`config.mk`:
```
export PLATFORM = sky130hd
export DESIGN_NAME = pipelined_rca_adder
export DESIGN_NICKNAME = d
export VERILOG_FILES = /design/src/rtl/adder_pkg.sv /design/src/rtl/full_adder.sv /design/src/rtl/rca_segment.sv /design/src/rtl/pipelined_rca_adder.sv
export SDC_FILE = /design/constraint.sdc
export NUM_CORES = 1
export LEC_CHECK = 0
export CORE_MARGIN = 2
export CORE_UTILIZATION = 45
export CTS_CLUSTER_SIZE = 12
export DETAILED_ROUTE_END_ITERATION = 12
export PLACE_DENSITY = 0.66
export SETUP_SLACK_MARGIN = 0.5
export SYNTH_ARGS = -nofsm -noshare
export SYNTH_HDL_FRONTEND = slang
export SYNTH_SLANG_ARGS = --single-unit
export TNS_END_PERCENT = 30
```
`constraint.sdc`:
```
create_clock -name clk -period 2.35 [get_ports clk]
set_input_delay 0.235 -clock clk [delete_from_list [all_inputs] [get_ports clk]]
set_output_delay 0.235 -clock clk [all_outputs]
set_load 0.05 [all_outputs]
```
`src/rtl/adder_pkg.sv`:
```
// rtl/adder_pkg.sv - shared helpers and stage record pieces for pipelined_rca_adder
package adder_pkg;

  // Bits handled by each carry segment; guards against a zero stage count.
  function automatic int unsigned seg_w_calc(input int unsigned width, input int unsigned stages);
    return (stages == 0) ? width : width / stages;
  endfunction

  // Control part of a pipeline stage record: beat valid and the carry handed to the next segment.
  typedef struct packed {
    logic valid;
    logic carry;
  } stage_ctl_t;

  localparam stage_ctl_t STAGE_CTL_RST = '{valid: 1'b0, carry: 1'b0};

endpackage

```
`src/rtl/full_adder.sv`:
```
// rtl/full_adder.sv - single-bit full adder cell
module full_adder (
  input  logic a,
  input  logic b,
  input  logic ci,
  output logic s,
  output logic co
);

  assign s  = a ^ b ^ ci;
  assign co = (a & b) | (ci & (a ^ b));

endmodule

```
`src/rtl/rca_segment.sv`:
```
// rtl/rca_segment.sv - combinational SEG_W-bit ripple-carry segment built from full_adder cells
module rca_segment #(
  parameter int unsigned SEG_W = 4
) (
  input  logic [SEG_W-1:0] a,
  input  logic [SEG_W-1:0] b,
  input  logic             ci,
  output logic [SEG_W-1:0] s,
  output logic             co,
  output logic             co_msb_in
);

  // w_c[i] is the carry into bit i; w_c[SEG_W] leaves the segment.
  logic [SEG_W:0] w_c;

  assign w_c[0] = ci;

  for (genvar i = 0; i < SEG_W; i++) begin : g_bit
    full_adder u_fa (
      .a  (a[i]),
      .b  (b[i]),
      .ci (w_c[i]),
      .s  (s[i]),
      .co (w_c[i+1])
    );
  end

  assign co        = w_c[SEG_W];
  // Carry into the segment MSB; only the top segment's value matters for signed overflow.
  assign co_msb_in = w_c[SEG_W-1];

endmodule

```
`src/rtl/pipelined_rca_adder.sv`:
```
// rtl/pipelined_rca_adder.sv - pipelined ripple-carry adder with valid/ready streaming; optional ovf via PIPELINED_RCA_OVF_EN
module pipelined_rca_adder
  import adder_pkg::*;
#(
  parameter int unsigned WIDTH  = 16,
  parameter int unsigned STAGES = 4
) (
  input  logic             clk,
  input  logic             rst_n,
  input  logic             in_valid,
  output logic             in_ready,
  input  logic [WIDTH-1:0] a,
  input  logic [WIDTH-1:0] b,
  input  logic             cin,
  output logic             out_valid,
  input  logic             out_ready,
  output logic [WIDTH-1:0] sum,
  output logic             cout,
  output logic             ovf
);

  localparam int unsigned SEG_W = seg_w_calc(WIDTH, STAGES);

  if ((STAGES < 1) || (STAGES > WIDTH) || ((WIDTH % STAGES) != 0)) begin : g_cfg_err
    $error("pipelined_rca_adder: WIDTH must be a multiple of STAGES with 1 <= STAGES <= WIDTH");
  end

  // One pipeline slot: finished low sum bits, operands still to be added, and the pending carry.
  typedef struct packed {
    stage_ctl_t       ctl;
    logic [WIDTH-1:0] sum_lo;
    logic [WIDTH-1:0] a_hi;
    logic [WIDTH-1:0] b_hi;
  } stage_rec_t;

  localparam stage_rec_t REC_RST = '{ctl: STAGE_CTL_RST, sum_lo: '0, a_hi: '0, b_hi: '0};

  stage_rec_t r_stage [STAGES];
  stage_rec_t w_src   [STAGES];
  stage_rec_t w_next  [STAGES];
  logic       w_co_msb_in [STAGES];
  logic       w_adv;

  // The whole pipe moves together whenever the output slot is empty or being drained.
  assign w_adv    = !r_stage[STAGES-1].ctl.valid | out_ready;
  assign in_ready = w_adv;

  for (genvar k = 0; k < STAGES; k++) begin : g_stage
    logic [SEG_W-1:0] w_s;
    logic             w_co;
    stage_rec_t       w_rec;

    if (k == 0) begin : g_head
      assign w_src[k] = '{ctl: '{valid: in_valid, carry: cin}, sum_lo: '0, a_hi: a, b_hi: b};
    end else begin : g_body
      assign w_src[k] = r_stage[k-1];
    end

    rca_segment #(.SEG_W(SEG_W)) u_seg (
      .a         (w_src[k].a_hi[k*SEG_W +: SEG_W]),
      .b         (w_src[k].b_hi[k*SEG_W +: SEG_W]),
      .ci        (w_src[k].ctl.carry),
      .s         (w_s),
      .co        (w_co),
      .co_msb_in (w_co_msb_in[k])
    );

    // Fold this segment's sum bits and carry into the record passed to the next slot.
    always_comb begin
      w_rec                          = w_src[k];
      w_rec.ctl.carry                = w_co;
      w_rec.sum_lo[k*SEG_W +: SEG_W] = w_s;
    end

    assign w_next[k] = w_rec;
  end

  // Stage registers: cleared on reset (dropping in-flight beats), frozen as a whole while stalled.
  always_ff @(posedge clk or negedge rst_n) begin
    if (!rst_n) begin
      for (int i = 0; i < STAGES; i++) r_stage[i] <= REC_RST;
    end else if (w_adv) begin
      for (int i = 0; i < STAGES; i++) r_stage[i] <= w_next[i];
    end
  end

  assign out_valid = r_stage[STAGES-1].ctl.valid;
  assign sum       = r_stage[STAGES-1].sum_lo;
  assign cout      = r_stage[STAGES-1].ctl.carry;

`ifdef PIPELINED_RCA_OVF_EN
  logic r_ovf;
  logic w_ovf_next;

  // Signed overflow: carry into the MSB disagrees with carry out of it.
  assign w_ovf_next = w_co_msb_in[STAGES-1] ^ g_stage[STAGES-1].w_co;

  // Overflow flag travels with the final stage so it lines up with sum/cout.
  always_ff @(posedge clk or negedge rst_n) begin
    if (!rst_n) begin
      r_ovf <= 1'b0;
    end else if (w_adv) begin
      r_ovf <= w_ovf_next;
    end
  end

  assign ovf = r_ovf & out_valid;
`else
  logic w_unused_msb;
  assign w_unused_msb = w_co_msb_in[STAGES-1];
  assign ovf          = 1'b0;
`endif

endmodule
```
**Word-level counts from Yosys, hierarchy flattened**

Cells that the tools add are included.

- Flip-flop bits (word level): 144
- Input port bits: 37
- Output and inout port bits: 20
- Logic and storage cells: 100

- Bitwise gates (word level): 81
- Reductions and logical operators: 1

Operators by type and width:

| cell | count |
|---|---|
| AND 1 bit | 32 |
| XOR 1 bit | 32 |
| bitwise OR 1 bit | 17 |
| logical NOT 1 bit | 1 |

**Logic depth before layout (Yosys ltp)**

Gate-level depths: netlist of the first run.

- Depth in word-level cells: 9
- Gate-level depth with buffers: 8
- Mapped depth without buffers: 8

**Hierarchy**

From an unflattened synthesis of the first run, not the netlist that was laid out.

- Cells, all modules: 238
- Area total of the unflattened synthesis: 4135.2 um^2

Modules (own cells, without submodules):

| module | instances | cells an instance | area each (um^2) | seq. area each (um^2) |
|---|---|---|---|---|
| pipelined_rca_adder | 1 | 222 | 3814.9 | 2402.3 |
| full_adder | 16 | 1 | 20.0 | 0.0 |

**Least setup slack after synthesis of the first run**

Ideal clock, no wire load.

- Path type: register to register
- From: register g_stage[3].w_rec[28] (netlist name)
- To: register sum[15] (netlist name)
- Library setup time: 0.078 ns
- Data arrival time: 2.054 ns
- Required time: 2.272 ns
- Slack: 0.219 ns
- Stages on the path, launching flop included: 9
- Path through: dfrtp_1 > inv_1 > fa_1 > inv_1 > fa_1 > fa_1 > inv_1 > fa_1 > a21oi_1

- Longest elaborated chain between the ends: 8

RTL lines:

| element | line | source |
|---|---|---|
| XOR 1 bit | full_adder.sv:11 | `assign co = (a & b) \| (ci & (a ^ b));` |
| AND 1 bit | full_adder.sv:11 |  |
| bitwise OR 1 bit (*) | full_adder.sv:11 |  |
| AND 1 bit (*) | full_adder.sv:11 |  |
| bitwise OR 1 bit (*) | full_adder.sv:11 |  |
| AND 1 bit (*) | full_adder.sv:11 |  |
| bitwise OR 1 bit (*) | full_adder.sv:11 |  |
| XOR 1 bit (*) | full_adder.sv:10 | `assign s = a ^ b ^ ci;` |

Every way passes the cells marked *; elsewhere a longest branch is shown, timed or not.
A chain may end at the register's enable or synchronous reset.

**Worst setup path in the final report of the first run**

- From: register g_stage[2].w_rec[24] (netlist name)
- To: register g_stage[3].w_rec[43] (netlist name)

- Longest elaborated chain between the ends: 8

RTL lines:

| element | line |
|---|---|
| XOR 1 bit | full_adder.sv:11 |
| AND 1 bit | full_adder.sv:11 |
| bitwise OR 1 bit (*) | full_adder.sv:11 |
| AND 1 bit (*) | full_adder.sv:11 |
| bitwise OR 1 bit (*) | full_adder.sv:11 |
| AND 1 bit (*) | full_adder.sv:11 |
| bitwise OR 1 bit (*) | full_adder.sv:11 |
| XOR 1 bit (*) | full_adder.sv:10 |

Marked as above.

==> results of run 1 <==
state kept, by name (all words and copies together) (netlist names):
| register | count |
|---|---|
| g_stage.w_rec | 75 |
| sum | 16 |
| r_stage | 3 |
| cout | 1 |
| out_valid | 1 |
power by group through the flow:
| stage | registers [mW] | logic [mW] | clock network [mW] |
|---|---|---|---|
| after floorplan | 3.25 | 1.52 | 0 |
| after global placement | 2.79 | 2.72 | 0 |
| after detailed placement | 2.81 | 2.79 | 0 |
| after CTS | 2.78 | 2.81 | 1.23 |
| after global routing | 2.88 | 3.06 | 1.30 |
| final | 2.77 | 2.80 | 1.19 |
metal layers:
layer  vias up  wire length [um]  global-route usage
li1        972                 -                   -
met1      1095              2920               0.200
met2        48              2930               0.210
met3         6               304              0.0506
met4         0                70              0.0379
met5         -                 0                   0
timing repair:
action / CTS / global route
buffers inserted: 0 / 1
hold buffers: 1 / 0
gates resized for setup: 1 / 14
endpoints found under the setup margin: 13 / 13
pin swaps: 0 / 6
hold endpoints to repair: 39 / 0
cell type report:
type                       count  area share
inverter                      28      0.0208
sequential                    96       0.476
clock inverter                 7      0.0201
timing repair buffer          62       0.133
tap                          108      0.0268
clock buffer                   9      0.0245
multi-input combinational    123       0.299
cell families (layout without fill, tap and decap cells):
| family | count (synthesis) | in the layout | synth area share |
|---|---|---|---|
| AO/OA/AOI/OAI | 9 | 9 | 0.0110 |
| adder cells (fa/ha/maj) | 16 | 16 | 0.0783 |
| buffers and inverters | 41 | 106 | 0.0514 |
| flip-flops | 96 | 96 | 0.587 |
| multiplexers | 86 | 86 | 0.250 |
| other | 1 | 1 | 0.000917 |
| AND/OR/NAND/NOR | 11 | 11 | 0.0214 |
cell usage after synthesis, drive strengths merged:
cell type and n:
mux2i 3, nand2b 2, inv 28, a21oi 9, buf 13, conb 1, dfrtp 96, fa 16
nor3b 9, mux2 83
worst max-delay path, cell delays in order (launching register included):
cell	delay (ps)
dfrtp_1	350
inv_1	60
fa_1	400
inv_1	90
fa_2	220
fa_2	200
inv_2	40
fa_1	550
a21oi_2	50
per-stage QoR:
stage	instance area, um2	util	hold slack (ps)
finish	5050	0.576	380
global route	5050	0.576	377
CTS	5010	0.572	396
detailed placement	4780	0.546	250
global placement	4780	0.546	245
floorplan	4110	-	-60.6
worst max-delay path by stage:
stage,endpoint,slack [ps],depth (start not counted)
global placement,g_stage[1].w_rec[35],20,9
floorplan,g_stage[2].w_rec[39],410,8
CTS,g_stage[3].w_rec[43],250,8
finish,g_stage[3].w_rec[43],270,8
global route,g_stage[3].w_rec[43],190,8
detailed placement,g_stage[1].w_rec[35],-60,9
==> impl_results.md, run 1 <==
- Status: completed
- Via count: 2,121
- Final wirelength: 6230 um
- Sequential share of power: 0.410
- DR DRC count: 0
- CTS tree: yes
- Worst VDD drop: 0.550 mV
- Final setup violation count: 0
- Pre-antenna DRT Iters: 4
- WHS Endpoint: g_stage[1].w_rec[33]
- First-pass GRT wire length: 11,000 um
- Max Fclk: 481 MHz
- Congestion Overflow GR: 0
- Footprint of the multi-input gates: 1510 um2
- Core Region: 8760 um2
- Count of cell types in the netlist: 14
- Fillcell total: 727
- Commonest non-fill, non-tap cell in the layout: dfrtp_1
- Overall power: 6.75 mW
- Dpl cells: 415
- Slew Viols, Final: 0
- Hold_sp: a[1]
- Die Width: 99.3 um
- Largest net degree at the start of global routing: 58
- Sequential share of the synthesized area: 0.587
- Number of diodes: 0
- RSZ-0062 raised after global routing: true
- I/O Buffers: 55
- Dpl ws: -58.1 ps
- Wire per inst: 14.4 um
- RePlAce Congestion: 0.686
- Worst Setup End Kind: register
- Die area: 9870 um2
- Yosys top cell area share: 0.587
- Largest area contributor in the netlist: dfrtp_1
- Clock share of power: 0.176
- Vias in the first global route: 2,265
- Tmin final: 2080 ps
- Max Buffers Root-to-Sink: 2
- Fin Clk Skew: 8.08 ps
- Clock sink total: 96
- Startpoint Class: register
- Die height: 99.3 um
- Pwr dens: 1340 nW/um2
- Worst path required time: 2590 ps
- Num rows: 34
- Layout area overhead: 23.4%
- Max_slew headroom: 0.642
- Most frequent cells in the layout: dfrtp_1, mux2_2, clkdlybuf4s50_1
- TritonCTS Buffers: 9
- Seq cells post-synth: 96
- All-layer global routing usage: 0.142
- Hold crit path type: in2reg
- FF/Latch Area: 2400 um2
- H-Tree Depth: 3
- Initial Util: 0.467
- P_leak: 2.24 nW
- Final worst slack: 269 ps
- Cell count after synthesis: 260
- Clock latency on the worst-skew pair: 360 ps
- Layout Cells excl Fill: 433
- Synthesized Nets: 313
- Vias per cell: 4.90
- Least-Margin Pin Slew: 535 ps
- Post-DP HPWL: 4220 um
- Worst reg2reg path startpoint: g_stage[2].w_rec[24]
- ANT nets after route: 0
- Reg2Reg Capture Point: g_stage[3].w_rec[43]
- R2R setup slack: 270 ps
- Post-Syn Area: 4090 um2
- Max cap viols: 0
- Final TNS setup: 0 ps
- Sw Ratio: 0.349
- Mapped Avg Cell Area: 15.7 um2
- Final Hold Fails: 0
- Hold path depth: 3
- Total of warnings raised by yosys: 0
- WP data arrival: 2320 ps
- Clock transition at the registers of the reported paths: 90 ps
- Crit path kind: reg2reg
- Clk root buf: clkbuf_8
- P_sw: 2.36 mW
- Dominant cells by area after synthesis: dfrtp_1, mux2_2, fa_1
- # IOs: 57
- Nets: 373
- Share of cells above drive strength 1: 0.391
- Comb pwr share: 0.415
- CP Launch Point: g_stage[2].w_rec[24]
- Crit share post-route: 0.885
- Drt initial violations: 74
- CP Max Fanout: 2
- Initial antenna violation count: 0
- P_int: 4.40 mW
- R2R cell count: 8
No activity file was read; power rests on OpenSTA's default activity.
==> inputs of run 2 (changes only) <==
- GPL_ROUTABILITY_DRIVEN: default -> 0
- GPL_TIMING_DRIVEN: default -> 0
==> impl_results.md, run 2 (synthesized netlist as in run 1, its figures left out) <==
- Fin Clk Skew: 8.51 ps (+0.424 ps)
- Reg2Reg Capture Point: g_stage[2].w_rec[39]
- Final Hold Fails: 0 (unchanged)
- Final TNS setup: 0 ps (unchanged)
- Hold crit path type: in2reg
- # IOs: 57 (unchanged)
- P_leak: 2.23 nW (-0.52%)
- Clk root buf: clkbuf_8
- Worst VDD drop: 0.665 mV (+21%)
- Commonest non-fill, non-tap cell in the layout: dfrtp_1
- Clock latency on the worst-skew pair: 360 ps (about the same)
- Worst path slowest cell: fa_1
- Nets: 385 (+3.2%)
- Setup crit end: g_stage[2].w_rec[39]
- Final worst slack: 287 ps (+18.1 ps)
- Fillcell total: 733 (+0.83%)
- Wire per inst: 15.7 um (+9.3%)
- Core Region: 8760 um2 (unchanged)
- Status: completed
- Via count: 2,183 (+2.9%)
- Number of diodes: 0 (unchanged)
- Share of cells above drive strength 1: 0.415 (+0.0247)
- Least-Margin Pin Slew: 585 ps (+49.8 ps)
- I/O Buffers: 54 (-1.8%)
- Startpoint Class: register
- Post-DP HPWL: 4830 um (+14%)
- Pwr dens: 1320 nW/um2 (-1.1%)
- Critical Path, Cell by Cell: inv_1, fa_2, inv_2, fa_2, fa_2, inv_2, fa_1, a21oi_2
- Worst reg2reg path startpoint: r_stage[198]
- RSZ-0062 raised after global routing: true
- Most frequent CP cell: fa_2
- Max reg flops: 75 (unchanged)
- CTS tree: yes
- CP Max Fanout: 2 (unchanged)
- WP data arrival: 2350 ps (+30 ps)
- Layout Cells excl Fill: 445 (+2.8%)
- Tmin final: 2060 ps (-18.1 ps)
- Dpl cells: 423 (+1.9%)
- Die area: 9870 um2 (unchanged)
- Max cap viols: 0 (unchanged)
- Final core occ: 0.576 (about the same)
- Max Buffers Root-to-Sink: 2 (unchanged)
- ANT nets after route: 0 (unchanged)
- Max Fclk: 485 MHz (+0.88%)
- Die Width: 99.3 um (unchanged)
- Clock transition at the registers of the reported paths: 90 ps (about the same)
- Final setup violation count: 0 (unchanged)
- Clock sink total: 96 (unchanged)
- CP Launch Point: r_stage[198]
- R2R cell count: 8 (unchanged)
- Crit path kind: reg2reg
- Initial antenna violation count: 0 (unchanged)
- Initial Util: 0.467 (unchanged)
- Dpl ws: -86.6 ps (-28.5 ps)
- Pre-antenna DRT Iters: 4 (unchanged)
- Vias in the first global route: 2,294 (+1.3%)
- All-layer global routing usage: 0.156 (+0.0140)
- TritonCTS Buffers: 9 (unchanged)
- Max incr delay on CP: 400 ps (-150 ps)
- Num rows: 34 (unchanged)
- Most frequent cells in the layout: dfrtp_1, mux2_2, clkdlybuf4s50_1
- Vias per cell: 4.91 (+0.15%)
- Crit share post-route: 0.878 (-0.00768)
- Largest net degree at the start of global routing: 54 (-6.9%)
- Slew Viols, Final: 0 (unchanged)
- DR DRC count: 0 (unchanged)
- Max_slew headroom: 0.610 (-0.0321)
- Die height: 99.3 um (unchanged)
- R2R setup slack: 290 ps (+20 ps)
- Congestion Overflow GR: 0 (unchanged)
- Final Hold Slack: 200 ps (-180 ps)
- Final wirelength: 6990 um (+12%)
- Worst Setup End Kind: register
- First-pass GRT wire length: 11,700 um (+6.4%)
- Worst path required time: 2640 ps (+50 ps)
- Drt initial violations: 70 (-5.4%)
- Layout area overhead: 23.5% (about the same)
- H-Tree Depth: 3 (unchanged)
[run 2: critical path: cells and delay by family (launching register included)]
family,cells,cell delay (ps)
AOI/OAI and AO/OA,1,130
DFF,1,370
buffers and inverters,3,200
adders and majority gates,4,1290
[run 2: repair_timing]
| action | CTS | global route |
|---|---|---|
| hold buffers | 1 | 0 |
| pin swaps | 4 | 0 |
| endpoints found under the setup margin | 14 | 14 |
| setup buffers | 3 | 2 |
| endpoints found under the hold margin | 43 | 0 |
| resized for setup | 17 | 1 |
[run 2: how the worst min path moves through the flow]
| stage | cells after the start | slack, ps | end | from |
|---|---|---|---|---|
| after global placement | 1 | 450 | out_valid | g_stage[3].w_rec[49] |
| after floorplan | 0 | -60 | cout | rst_n |
| final | 3 | 200 | cout | out_ready |
| after CTS | 3 | 190 | g_stage[3].w_rec[43] | out_ready |
| after detailed placement | 1 | 280 | g_stage[2].w_rec[31] | rst_n |
| after global routing | 3 | 220 | cout | out_ready |
[run 2: where the power goes]
group	internal, mW	switching (mW)	total (mW)
registers	2.37	0.406	2.78
clock network	0.472	0.538	1.01
logic	1.46	1.43	2.89
total	4.30	2.37	6.68
[run 2: final cells by class]
type | count | area (um2) | share of cell area
sequential | 96 | 2400 | 0.476
buffer | 13 | 105 | 0.0208
inverter | 28 | 105 | 0.0208
clock buffer | 14 | 173 | 0.0342
clock inverter | 2 | 12.5 | 0.00248
multi-input combinational | 123 | 1510 | 0.298
timing repair buffer | 61 | 611 | 0.121
tap | 108 | 135 | 0.0268
[run 2: through the flow]
| step | power [mW] | instance area (um2) |
|---|---|---|
| floorplan | 4.78 | 4110 |
| global placement | 5.55 | 4780 |
| detailed placement | 5.66 | 4810 |
| CTS | 6.73 | 5030 |
| global route | 7.16 | 5050 |
| finish | 6.68 | 5050 |
[run 2: layer usage]
metal,track usage,routed length (um)
met1,0.222,3340
met2,0.236,3220
met3,0.0309,314
met4,0.0632,122
met5,0,0
==> inputs of run 3 (changes only) <==
- CORE_MARGIN: 2 -> 1
- DONT_BUFFER_PORTS: default -> 1
- PLACE_DENSITY: 0.66 -> 0.58
==> impl_results.md, run 3 (synthesized netlist as in run 1, its figures left out) <==
- Layout area overhead: 9.24%
- Clock sink total: 96 (unchanged)
- RSZ-0062 raised after global routing: true
- # IOs: 57 (unchanged)
- Final core occ: 0.510 (-0.0664)
- Final Hold Slack: -433 ps (-633 ps)
- Initial antenna violation count: 0 (unchanged)
- Die height: 97.3 um (-2.0%)
- Num rows: 34 (unchanged)
- I/O Buffers: 0 (-100%)
- Slew Viols, Final: 0 (unchanged)
- Status: complete, but fails checks
- Die area: 9470 um2 (-4.0%)
- WP data arrival: 2360 ps (about the same)
- Commonest non-fill, non-tap cell in the layout: dfrtp_1
- Max incr delay on CP: 410 ps (about the same)
- GRT busiest layer: met2
- Max Buffers Root-to-Sink: 2 (unchanged)
- DR DRC count: 0 (unchanged)
- CTS tree: yes
- P_leak: 1.98 nW (-11%)
- Vias per cell: 5.05 (+3.0%)
- Max Fclk: 482 MHz (-0.69%)
- P_sw: 2.32 mW (-2.5%)
- TritonCTS Buffers: 9 (unchanged)
- Sequential share of power: 0.542 (+0.126)
- Grt met3 use: 0.0496 (+0.0187)
- Drt initial violations: 62 (-11%)
- Worst VDD drop: 0.622 mV (-6.4%)
- Clock latency on the worst-skew pair: 350 ps (about the same)
- Max reg flops: 75 (unchanged)
- Congestion Overflow GR: 0 (unchanged)
- Largest net degree at the start of global routing: 97 (+80%)
- Worst Setup End Kind: register
- Critical Path, Cell by Cell: inv_2, fa_2, inv_2, fa_2, fa_2, inv_2, fa_1, a21oi_1
- Global Route met1 Usage: 0.213 (-0.00909)
- Sw Ratio: 0.374 (+0.0183)
- Final Hold Fails: 96 (+96)
- Comb pwr share: 0.303 (-0.130)
- Crit share post-route: 0.884 (+0.00606)
- CP Max Fanout: 2 (unchanged)
- Worst path slowest cell: fa_2
- Hold crit path type: in2async
- Max cap viols: 0 (unchanged)
- Clk root buf: clkbuf_8
- Number of diodes: 0 (unchanged)
- Most frequent cells in the layout: dfrtp_1, mux2_2, inv_1
- Final setup violation count: 0 (unchanged)
- Crit path kind: reg2reg
- Met2 global-route usage: 0.236 (-0.000842)
- P_int: 3.88 mW (-9.9%)
- Critical path buffers and inverters: 3 (unchanged)
- H-Tree Depth: 3 (unchanged)
- Wire per inst: 17.2 um (+9.2%)
- Die Width: 97.3 um (-2.0%)
- Pre-antenna DRT Iters: 4 (unchanged)
- Pwr dens: 1390 nW/um2 (+4.8%)
- Fillcell total: 794 (+8.3%)
- Least-Margin Pin Slew: 501 ps (-83.6 ps)
- Tmin final: 2080 ps (+14.2 ps)
- Overall power: 6.19 mW (-7.2%)
- Fin Clk Skew: 10.0 ps (+1.50 ps)
- Share of cells above drive strength 1: 0.477 (+0.0614)
- ANT nets after route: 0 (unchanged)
- Final wirelength: 6670 um (-4.5%)
- Crit-path leading delay family: adder cells
- Max_slew headroom: 0.666 (+0.0558)
- Post-DP HPWL: 4510 um (-6.6%)
- Failing checks: hold timing
- Initial Util: 0.467 (unchanged)
- Via count: 1,965 (-10%)
- Worst path required time: 2630 ps (about the same)
- Vias in the first global route: 2,102 (-8.4%)
- Nets: 329 (-15%)
- Core Region: 8760 um2 (unchanged)
- Clock transition at the registers of the reported paths: 100 ps (about the same)
- Startpoint Class: register
- All-layer global routing usage: 0.157 (+0.00172)
- Clock share of power: 0.155 (+0.004)
- First-pass GRT wire length: 11,200 um (-4.5%)
- Final TNS setup: 0 ps (unchanged)
==> run 3: power by group through the flow <==
stage	Clock, mW	Combinational (mW)	Sequential (mW)
6_report	0.960	1.88	3.36
5_1_grt	1.07	2.12	3.45
4_1_cts	1.01	1.90	3.37
3_5_place_dp	0	1.86	3.40
3_3_place_gp	0	1.80	3.38
2_1_floorplan	0	1.52	3.25
==> run 3: final cells by class <==
| cell class | instances | area [um2] | area share |
|---|---|---|---|
| flip-flops and latches | 96 | 2400 | 0.538 |
| multi-input cells | 123 | 1500 | 0.336 |
| well taps | 108 | 135 | 0.0302 |
| clock buffers | 10 | 128 | 0.0286 |
| plain buffers | 13 | 105 | 0.0235 |
| inverters | 28 | 105 | 0.0235 |
| clock inverters | 6 | 45.0 | 0.0101 |
| repair buffers | 5 | 45.0 | 0.0101 |
==> run 3: timing repair <==
action / in CTS / in global routing
endpoints found under the setup margin: 25 / 10
pin swaps: 3 / 2
gates resized for setup: 9 / 2
buffers inserted: 2 / 0
hold endpoints to repair: 96 / 99
==> run 3: worst paths after layout <==
check                                  endpoint  slack (ps)  cells after the start                 start
min in group clk           g_stage[1].w_rec[31]          30                      1                 a[15]
min reg2reg                           out_valid         480                      1  g_stage[3].w_rec[49]
max reg2reg                g_stage[2].w_rec[39]         270                      8  g_stage[1].w_rec[20]
max                        g_stage[2].w_rec[39]         270                      8  g_stage[1].w_rec[20]
max in group asynchronous  g_stage[2].w_rec[38]        2670                      0                 rst_n
min                                      sum[3]        -430                      0                 rst_n
==> run 3: per-layer routing <==
layer | wire, um | share of wire | vias up
li1 | - | - | 889
met1 | 3130 | 0.47 | 1027
met2 | 3060 | 0.46 | 39
met3 | 363 | 0.054 | 10
met4 | 119 | 0.018 | 0
met5 | 0 | 0 | -
==> run 3: through the flow <==
step / area, um2 / setup WS (ps) / hold slack, ps / std cells
2_1_floorplan: 4110 / 411 / -60.6 / 260
3_3_place_gp: 4240 / 311 / -57.8 / 368
3_5_place_dp: 4240 / 285 / -57.6 / 368
4_1_cts: 4430 / 271 / -458 / 386
5_1_grt: 4470 / 170 / -466 / 389
6_report: 4470 / 273 / -433 / 389
